$ cat config.mk
export PLATFORM = sky130hd
export DESIGN_NAME = ixc_phase_divider_flat
export DESIGN_NICKNAME = d
export VERILOG_FILES = /design/src/rtl/ixc_phase_divider_if.sv /design/src/rtl/ixc_phase_divider.sv /design/src/flat_wrapper.sv
export SDC_FILE = /design/constraint.sdc
export NUM_CORES = 1
export LEC_CHECK = 0
export ABC_AREA = 1
export ABC_CLOCK_PERIOD_IN_PS = 6050
export CAP_MARGIN = 20
export CORE_ASPECT_RATIO = 2
export CORE_UTILIZATION = 48
export CTS_BUF_LIST = sky130_fd_sc_hd__clkbuf_8
export DETAILED_ROUTE_END_ITERATION = 10
export GPL_TIMING_DRIVEN = 0
export MAX_ROUTING_LAYER = met4
export PLACE_DENSITY = 0.81
export SYNTH_ARGS = -nofsm -noshare
export SYNTH_HDL_FRONTEND = slang
export SYNTH_SLANG_ARGS = --single-unit
$ cat constraint.sdc
create_clock -name phi1 -period 6.05 [get_ports phi1]
set_input_delay 0.9075 -clock phi1 [delete_from_list [all_inputs] [get_ports phi1]]
set_output_delay 0.9075 -clock phi1 [all_outputs]
set_load 0.05 [all_outputs]
$ cat src/rtl/ixc_phase_divider_if.sv
// rtl/ixc_phase_divider_if.sv - run/ratio handshake and divided-clock outputs of the phase divider
interface ixc_phase_divider_if #(
    parameter int CNT_W = 8,
    parameter int CYC_W = 32
) ();
    logic             run;
    logic             div_req;
    logic [CNT_W-1:0] div_val;
    logic             div_ack;
    logic             div_err;
    logic             clk_en;
    logic             clk_div;
    logic [CNT_W-1:0] phase;
    logic [CYC_W-1:0] cycles;

    modport master (
        output run, div_req, div_val,
        input  div_ack, div_err, clk_en, clk_div, phase, cycles
    );

    modport slave (
        input  run, div_req, div_val,
        output div_ack, div_err, clk_en, clk_div, phase, cycles
    );
endinterface

$ cat src/rtl/ixc_phase_divider.sv
// rtl/ixc_phase_divider.sv - glitch-free programmable clock divider with boundary-aligned ratio changes
module ixc_phase_divider #(
    parameter int CNT_W       = 8,
    parameter int DEFAULT_DIV = 4,
    parameter int CYC_W       = 32
) (
    input  logic                 phi1,
    input  logic                 rst_n,
    ixc_phase_divider_if.slave   bus
);
    typedef enum logic [1:0] {IDLE, RUN, PEND} state_t;

    localparam logic [CNT_W-1:0] ONE     = 1;
    localparam logic [CNT_W-1:0] TWO     = 2;
    localparam logic [CNT_W:0]   ONE_X   = 1;
    localparam logic [CYC_W-1:0] CYC_ONE = 1;

    state_t           state_q, state_d;
    logic [CNT_W-1:0] n_q, n_d;
    logic [CNT_W-1:0] pend_q, pend_d;
    logic [CNT_W-1:0] phase_q, phase_d;
    logic [CYC_W-1:0] cycles_q, cycles_d;
    logic             div_q, div_d;
    logic             en_q, en_d;
    logic             ack_q, ack_d;
    logic             err_q, err_d;

    logic             valid_req;
    logic             bad_req;
    logic             boundary;
    logic [CNT_W:0]   half;
    logic [CNT_W:0]   phase_inc;

    assign valid_req = bus.div_req && (bus.div_val >= TWO);
    assign bad_req   = bus.div_req && (bus.div_val <  TWO);
    assign boundary  = (phase_q == n_q - ONE);
    // high time is ceil(N/2); the extra bit keeps N=2^CNT_W-1 from overflowing
    assign half      = ({1'b0, n_q} + ONE_X) >> 1;
    assign phase_inc = {1'b0, phase_q} + ONE_X;

    always_comb begin
        state_d  = state_q;
        n_d      = n_q;
        pend_d   = pend_q;
        phase_d  = phase_q;
        cycles_d = cycles_q;
        div_d    = div_q;
        en_d     = 1'b0;
        ack_d    = 1'b0;
        err_d    = bad_req;

        case (state_q)
            IDLE: begin
                phase_d = '0;
                div_d   = 1'b0;
                if (valid_req) begin
                    n_d   = bus.div_val;
                    ack_d = 1'b1;
                end
                if (bus.run) begin
                    state_d = RUN;
                    div_d   = 1'b1;
                    en_d    = 1'b1;
                end
            end
            default: begin
                if (!boundary) begin
                    phase_d = phase_q + ONE;
                    div_d   = (phase_inc < half);
                    if (valid_req) begin
                        pend_d  = bus.div_val;
                        state_d = PEND;
                    end
                end else begin
                    cycles_d = cycles_q + CYC_ONE;
                    phase_d  = '0;
                    if (state_q == PEND) begin
                        n_d   = pend_q;
                        ack_d = 1'b1;
                    end
                    state_d = bus.run ? RUN : IDLE;
                    // a request landing on the boundary waits for the next one,
                    // unless we are stopping and there is no next boundary
                    if (valid_req) begin
                        if (bus.run) begin
                            pend_d  = bus.div_val;
                            state_d = PEND;
                        end else begin
                            n_d   = bus.div_val;
                            ack_d = 1'b1;
                        end
                    end
                    div_d = bus.run;
                    en_d  = bus.run;
                end
            end
        endcase
    end

    always_ff @(posedge phi1 or negedge rst_n) begin
        if (!rst_n) begin
            state_q  <= IDLE;
            n_q      <= CNT_W'(DEFAULT_DIV);
            pend_q   <= '0;
            phase_q  <= '0;
            cycles_q <= '0;
            div_q    <= 1'b0;
            en_q     <= 1'b0;
            ack_q    <= 1'b0;
            err_q    <= 1'b0;
        end else begin
            state_q  <= state_d;
            n_q      <= n_d;
            pend_q   <= pend_d;
            phase_q  <= phase_d;
            cycles_q <= cycles_d;
            div_q    <= div_d;
            en_q     <= en_d;
            ack_q    <= ack_d;
            err_q    <= err_d;
        end
    end

    assign bus.div_ack = ack_q;
    assign bus.div_err = err_q;
    assign bus.clk_en  = en_q;
    assign bus.clk_div = div_q;
    assign bus.phase   = phase_q;
    assign bus.cycles  = cycles_q;
endmodule
$ cat src/flat_wrapper.sv
// flat-port wrapper written by rule: the top's interface ports become plain ports
module ixc_phase_divider_flat 
#(
    parameter int CNT_W       = 8,
    parameter int DEFAULT_DIV = 4,
    parameter int CYC_W       = 32
)
  (phi1, rst_n, bus_run, bus_div_req, bus_div_val, bus_div_ack, bus_div_err, bus_clk_en, bus_clk_div, bus_phase, bus_cycles);
  ixc_phase_divider_if #(.CNT_W(CNT_W), .CYC_W(CYC_W)) bus_i ();
  input  logic phi1;
  input  logic rst_n;
  input wire logic [$bits(bus_i.run)-1:0] bus_run;
  input wire logic [$bits(bus_i.div_req)-1:0] bus_div_req;
  input wire logic [$bits(bus_i.div_val)-1:0] bus_div_val;
  output wire logic [$bits(bus_i.div_ack)-1:0] bus_div_ack;
  output wire logic [$bits(bus_i.div_err)-1:0] bus_div_err;
  output wire logic [$bits(bus_i.clk_en)-1:0] bus_clk_en;
  output wire logic [$bits(bus_i.clk_div)-1:0] bus_clk_div;
  output wire logic [$bits(bus_i.phase)-1:0] bus_phase;
  output wire logic [$bits(bus_i.cycles)-1:0] bus_cycles;
  assign bus_i.run = bus_run;
  assign bus_i.div_req = bus_div_req;
  assign bus_i.div_val = bus_div_val;
  assign bus_div_ack = bus_i.div_ack;
  assign bus_div_err = bus_i.div_err;
  assign bus_clk_en = bus_i.clk_en;
  assign bus_clk_div = bus_i.clk_div;
  assign bus_phase = bus_i.phase;
  assign bus_cycles = bus_i.cycles;
  ixc_phase_divider #(.CNT_W(CNT_W), .DEFAULT_DIV(DEFAULT_DIV), .CYC_W(CYC_W)) u_core (.phi1(phi1), .rst_n(rst_n), .bus(bus_i));
endmodule
; Word-level counts from Yosys, hierarchy flattened
; Cells that the tools add are included.
; Widths: inputs -> output; s select.
[word_totals]
regBits = 62
[classes]
add_sub_neg = 5
magnitude_cmp = 3
n_eq_ne = 5
n_mux = 29
bitwise_logic = 1
reduce_logical = 9
[op_table]
columns = cell, count
row1 = $mux 8, 11
row2 = $add 32x1->32 const B, 1
row3 = $add 8x1->9 const B, 2
row4 = $mux 1, 12
row5 = $mux 2, 6
row6 = $lt 9x8->1, 1
row7 = $add 8x1->8 const B, 1
row8 = $eq 8x8->1, 1
row9 = $ge 8x2->1 const B, 1
row10 = $lt 8x2->1 const B, 1
row11 = $sub 8x1->8 const B, 1
row12 = $reduce_and 2->1, 3
row13 = $ne 2x2->1 const B, 2
row14 = $reduce_and 3->1, 1
row15 = $reduce_bool 3->1, 1
row16 = $eq 2x2->1 const B, 1
row17 = $logic_and 1x1->1, 2
row18 = $logic_not 2->1, 1
row19 = $ne 2x1->1 const B, 1
row20 = $reduce_bool 2->1, 1
row21 = $not 1->1, 1

; Longest topological paths before layout
[logic_depth]
depth_word = 6
depth_mapped = 15
depth_no_buf = 13

; Worst setup path before layout
; No wires, ideal clock.
[synth_timing]
path_type = register to register
from = reg u_core.phase_q[0] (netlist: u_core.bus.phase[0])
to = reg u_core.div_q (netlist: u_core.bus.clk_div)
setup_time_ps = 66
arrival_ps = 2287
t_required_ps = 5984
setup_slack_ps = 3697
path_stages_with_launch = 12
period_less_slack_ps = 2353
cell_sequence = dfrtp_1 ha_1 nand3_1 nor3_1 xor2_1 ha_1 a21oi_1 nand3b_1 nand3_1 nor2_1 nand3_1 nand2_1
[synth_between]
elab_chain_len = 4
elab_cells_between_ends = 5
[synth_lines]
columns = element, line
row1 = start: declaration, ixc_phase_divider.sv:21  ; logic [CNT_W-1:0] phase_q, phase_d;
row2 = start signal: assignment, ixc_phase_divider.sv:115  ; phase_q <= phase_d;
row3 = $add 8x1->9, ixc_phase_divider.sv:39  ; assign phase_inc = {1'b0, phase_q} + ONE_X;
row4 = $lt 9x8->1, ixc_phase_divider.sv:69  ; div_d = (phase_inc < half);
row5 = $mux 1 *, ixc_phase_divider.sv:67  ; if (!boundary) begin
row6 = $mux 1 *, ixc_phase_divider.sv:52  ; case (state_q)
row7 = net u_core.div_d, ixc_phase_divider.sv:23  ; logic div_q, div_d;
row8 = end signal: assignment, ixc_phase_divider.sv:117  ; div_q <= div_d;
row9 = end: declaration, ixc_phase_divider.sv:23
; Mark *: on every way through the listed nets, which the timed path passes. The rest lies on a longest branch.
; A chain may end at the register's enable or synchronous reset.

; Worst setup path after layout
[layout_timing]
from = in bus_div_val[6]
to = reg u_core.pend_q[4]
[layout_between]
elab_chain_len = 3
[layout_lines]
columns = element, line
row1 = start: declaration, flat_wrapper.sv:14  ; input wire logic [$bits(bus_i.div_val)-1:0] bus_div_val;
row2 = $ge 8x2->1, ixc_phase_divider.sv:34  ; assign valid_req = bus.div_req && (bus.div_val >= TWO);
row3 = $logic_and 1x1->1, ixc_phase_divider.sv:34
row4 = $reduce_and 3->1 (no line), -
row5 = end signal: assignment, ixc_phase_divider.sv:114  ; pend_q <= pend_d;
row6 = end: declaration, ixc_phase_divider.sv:20  ; logic [CNT_W-1:0] pend_q, pend_d;
; No other way between the ends.

==> impl_metrics.yaml <==
outcome:
  run_status: "completed"
route:
  drt_wl_total_um: 12200
  drt_pre_antenna_iters: 4
  route.antenna.remaining_nets: 0
  drcViolationCount: 0
  detail_route.iter0.violations: 196
  drt-vias-per-instance: 5.43
  route.detailed.wl_per_inst_um: 16.9
  routed-via-count: 3922
logic_synthesis:
  top_cell_type_s_share_of_synthesized_area_pct: 37.7
  syn-num-nets: 575
  syn_avg_cell_area_um2: 7.33
  synth_cell_types: 35
  yosysSeqAreaShare_pct: 38.4
  synthesis.instances: 552
  syn_area_um2: 4040
  postSynth.asyncResetShare_pct: 100
  synth.largest_area_cell: "dfrtp_1"
  synth_enable_flop_cells: 0
  most_instantiated_flip_flop_cell_in_the_synthesis_netlist: "dfrtp_1"
  synth.area.top_cells: "dfrtp_1 38%, nand2_1 16%, xor2_1 7.8%"
  ys.warnings.count: 0
  yosys_register_bits: 62
worst_setup_path:
  critical_path.most_common_cell: "nor2_1"
  critPathTopFamily: "simple AND/OR/NAND/NOR gates"
  critPathLaunchType: "primary input"
  critical_path_arrival_ps: 3090
  critical_path.max_fanout: 10
  end_kind: "flip-flop"
  critical_path.startpoint: "bus_div_val[6]"
  regToRegSetupSlack_ps: 3550
  worstRegToRegCells: 10
  critical-path-slowest-cell: "nor2_1"
  critical_path_cell_count: 10
  worstPathCellList: "clkdlybuf4s50_1 -> inv_1 -> nand4_1 -> nor2_1 -> nor2_1 -> inv_1 -> nor2_1 -> nand2_2 -> nand2_1 -> nand2_1"
  critPathKind: "in -> reg"
  critical_path.reg2reg.endpoint: "u_core.bus.div_ack"
  crit_buf_inv: 3
  maximum_single_stage_delay_on_the_critical_path_ps: 560
  worst_setup_path_endpoint: "u_core.pend_q[4]"
  r2r-start: "u_core.n_q[1]"
  crit_required_ps: 6290
cts:
  path_clk_slew_ps: 70
  clock_latency_late_sink_ps: 350
  tritoncts.num_buffers: 9
  cts_root_buffer: "clkbuf_8"
  post_cts_repair_timing_setup_buffer_count: 0
  cts_tree: "yes"
  cts-hold-fix-buffers: 0
  clock_tree_buffer_depth: 2
  number_of_sinks_handled_by_clock_tree_synthesis: 62
  htree_levels: 3
  cts_resized: 0
cells_and_area:
  share_of_cells_above_drive_strength_1_pct: 9.62
  finalCoreUtilization_pct: 59.9
  area_growth_pct: 21.9
  finalNonFillerCells: 722
  layout_commonest_cell: "nand2_1"
  insertedDiodeCount: 0
  nets: 642
  number_of_fill_cells_in_the_layout: 796
  layout.cells.most_common_list: "169 x nand2_1, 61 x dfrtp_1, 59 x inv_1"
die:
  dieArea_um2: 8820
  core_area_um2: 8230
  initial_utilization_pct: 49.1
  ioPinCount: 56
  floorplan.rows: 47
  floorplan.die.height_um: 132
  floorplan.die.width_um: 66.9
timing:
  min_period_ps: 2850
  tightestPinTransition_ps: 713
  fin_crit_sh_pct: 47.2
  rsz_0062_raised_after_global_routing: "false"
  layout_setup_ws_ps: 3200
  clock.fmax_ghz: 0.350
  slew_violations: 0
  setup_viol: 0
  slew_headroom_pct: 52.3
  timing.setup.tns_ps: 0
  fin_skew_ps: 7.97
  final_hold_viol_count: 0
power:
  pwr-share-clk_pct: 21.7
  p_sw_mw: 0.762
  netSwitchingFraction_pct: 44.5
  finalPower_mw: 1.71
  cellLeakagePower_nw: 2.31
  p_int_mw: 0.950
  combinational_share_of_power_pct: 44.1
  seq_power_share_pct: 34.1
  max-vdd-ir-drop_mv: 0.166
  power-per-cell-area_nw_per_um2: 347
placement:
  place_hpwl_um: 9560
  number_of_port_buffers: 55
  pre_cts_setup_slack_ps: 2820
  place.detailed.instances: 706
  gpl.final_weighted_congestion: 0.921
grt:
  grt_max_degree: 40
  grt_antenna_before_repair: 0
  grt_overflow_total: 0
  global_route_wire_length_before_repair_um: 19500
  first_global_vias: 3978
  groute.usage.overall_pct: 31.2
run:
  max_cap_violations: 0
hold_path:
  hold_path_class: "reg -> reg"
cell families after synthesis:
family	after synthesis	synth area share, %
simple gates	307	33.4
buf+inv	78	8.17
flops	62	38.4
compound gates	50	6.90
xor+xnor	43	9.50
fa+ha+maj	11	3.40
mux	1	0.278
power groups by stage:
stage | clock, mW | combinational [mW] | sequential (mW)
global placement | 0 | 0.725 | 0.586
finish | 0.372 | 0.756 | 0.584
global route | 0.400 | 0.851 | 0.592
detailed placement | 0 | 0.751 | 0.590
CTS | 0.378 | 0.757 | 0.582
floorplan | 0 | 0.485 | 0.643
flip-flops by register name, indices dropped and copies added (netlist names):
signal and cells:
u_core.n_q 8, u_core.bus.div_ack 1, u_core.state_q 2, u_core.bus.div_err 1
u_core.bus.clk_en 1, u_core.bus.phase 8, u_core.pend_q 8, u_core.bus.cycles 32
u_core.bus.clk_div 1
routing by layer:
layer	share of wire (%)	global-route usage, %	routed length (µm)	up-vias
li1	-	-	-	1892
met3	3.7	5.80	449	42
met1	33	28.1	4030	1866
met2	58	56.1	7030	122
met4	5.6	20.0	677	0
met5	0	-	0	-
worst register-to-register path: stages (launching register included):
cell	delay [ps]
dfrtp_1	440
inv_1	120
ha_1	330
or2_2	300
nand3_1	90
nor2_1	50
nand2_1	110
nor2_4	60
nand4_4	130
clkbuf_1	520
a22oi_1	200
cell usage after synthesis (all sizes together) (2+ instances only):
| cell | number |
|---|---|
| inv | 66 |
| xor2 | 37 |
| nand4 | 10 |
| nor2 | 52 |
| nand2 | 177 |
| nor3 | 24 |
| ha | 11 |
| dfrtp | 61 |
| buf | 8 |
| xnor2 | 6 |
| clkbuf | 4 |
| nand3 | 39 |
| nand3b | 2 |
| a21oi | 7 |
| o21ai | 40 |
worst min-delay path by stage:
stage	startpoint	end	slack, ps	cells past startpoint
CTS	u_core.pend_q[0]	u_core.pend_q[0]	470	2
global placement	u_core.pend_q[2]	u_core.pend_q[2]	450	2
global route	u_core.pend_q[0]	u_core.pend_q[0]	510	2
detailed placement	u_core.pend_q[0]	u_core.pend_q[0]	450	2
floorplan	u_core.pend_q[0]	u_core.pend_q[0]	440	2
finish	u_core.pend_q[0]	u_core.pend_q[0]	470	2
stage by stage:
step | area, µm² | hold WS, ps
floorplan | 4040 | 437
global placement | 4720 | 451
detailed placement | 4730 | 455
CTS | 4930 | 472
global route | 4930 | 506
finish | 4930 | 467
cell type report:
cell class,instances,area (µm²),area share [%]
clock buffers,9,124,2.51
plain buffers,12,82.6,1.68
multi-input cells,412,2160,43.8
repair buffers,56,566,11.5
flip-flops and latches,62,1550,31.5
clock inverters,7,73.8,1.50
well taps,98,123,2.49
inverters,66,248,5.03
No activity file was read; power rests on OpenSTA's default activity.
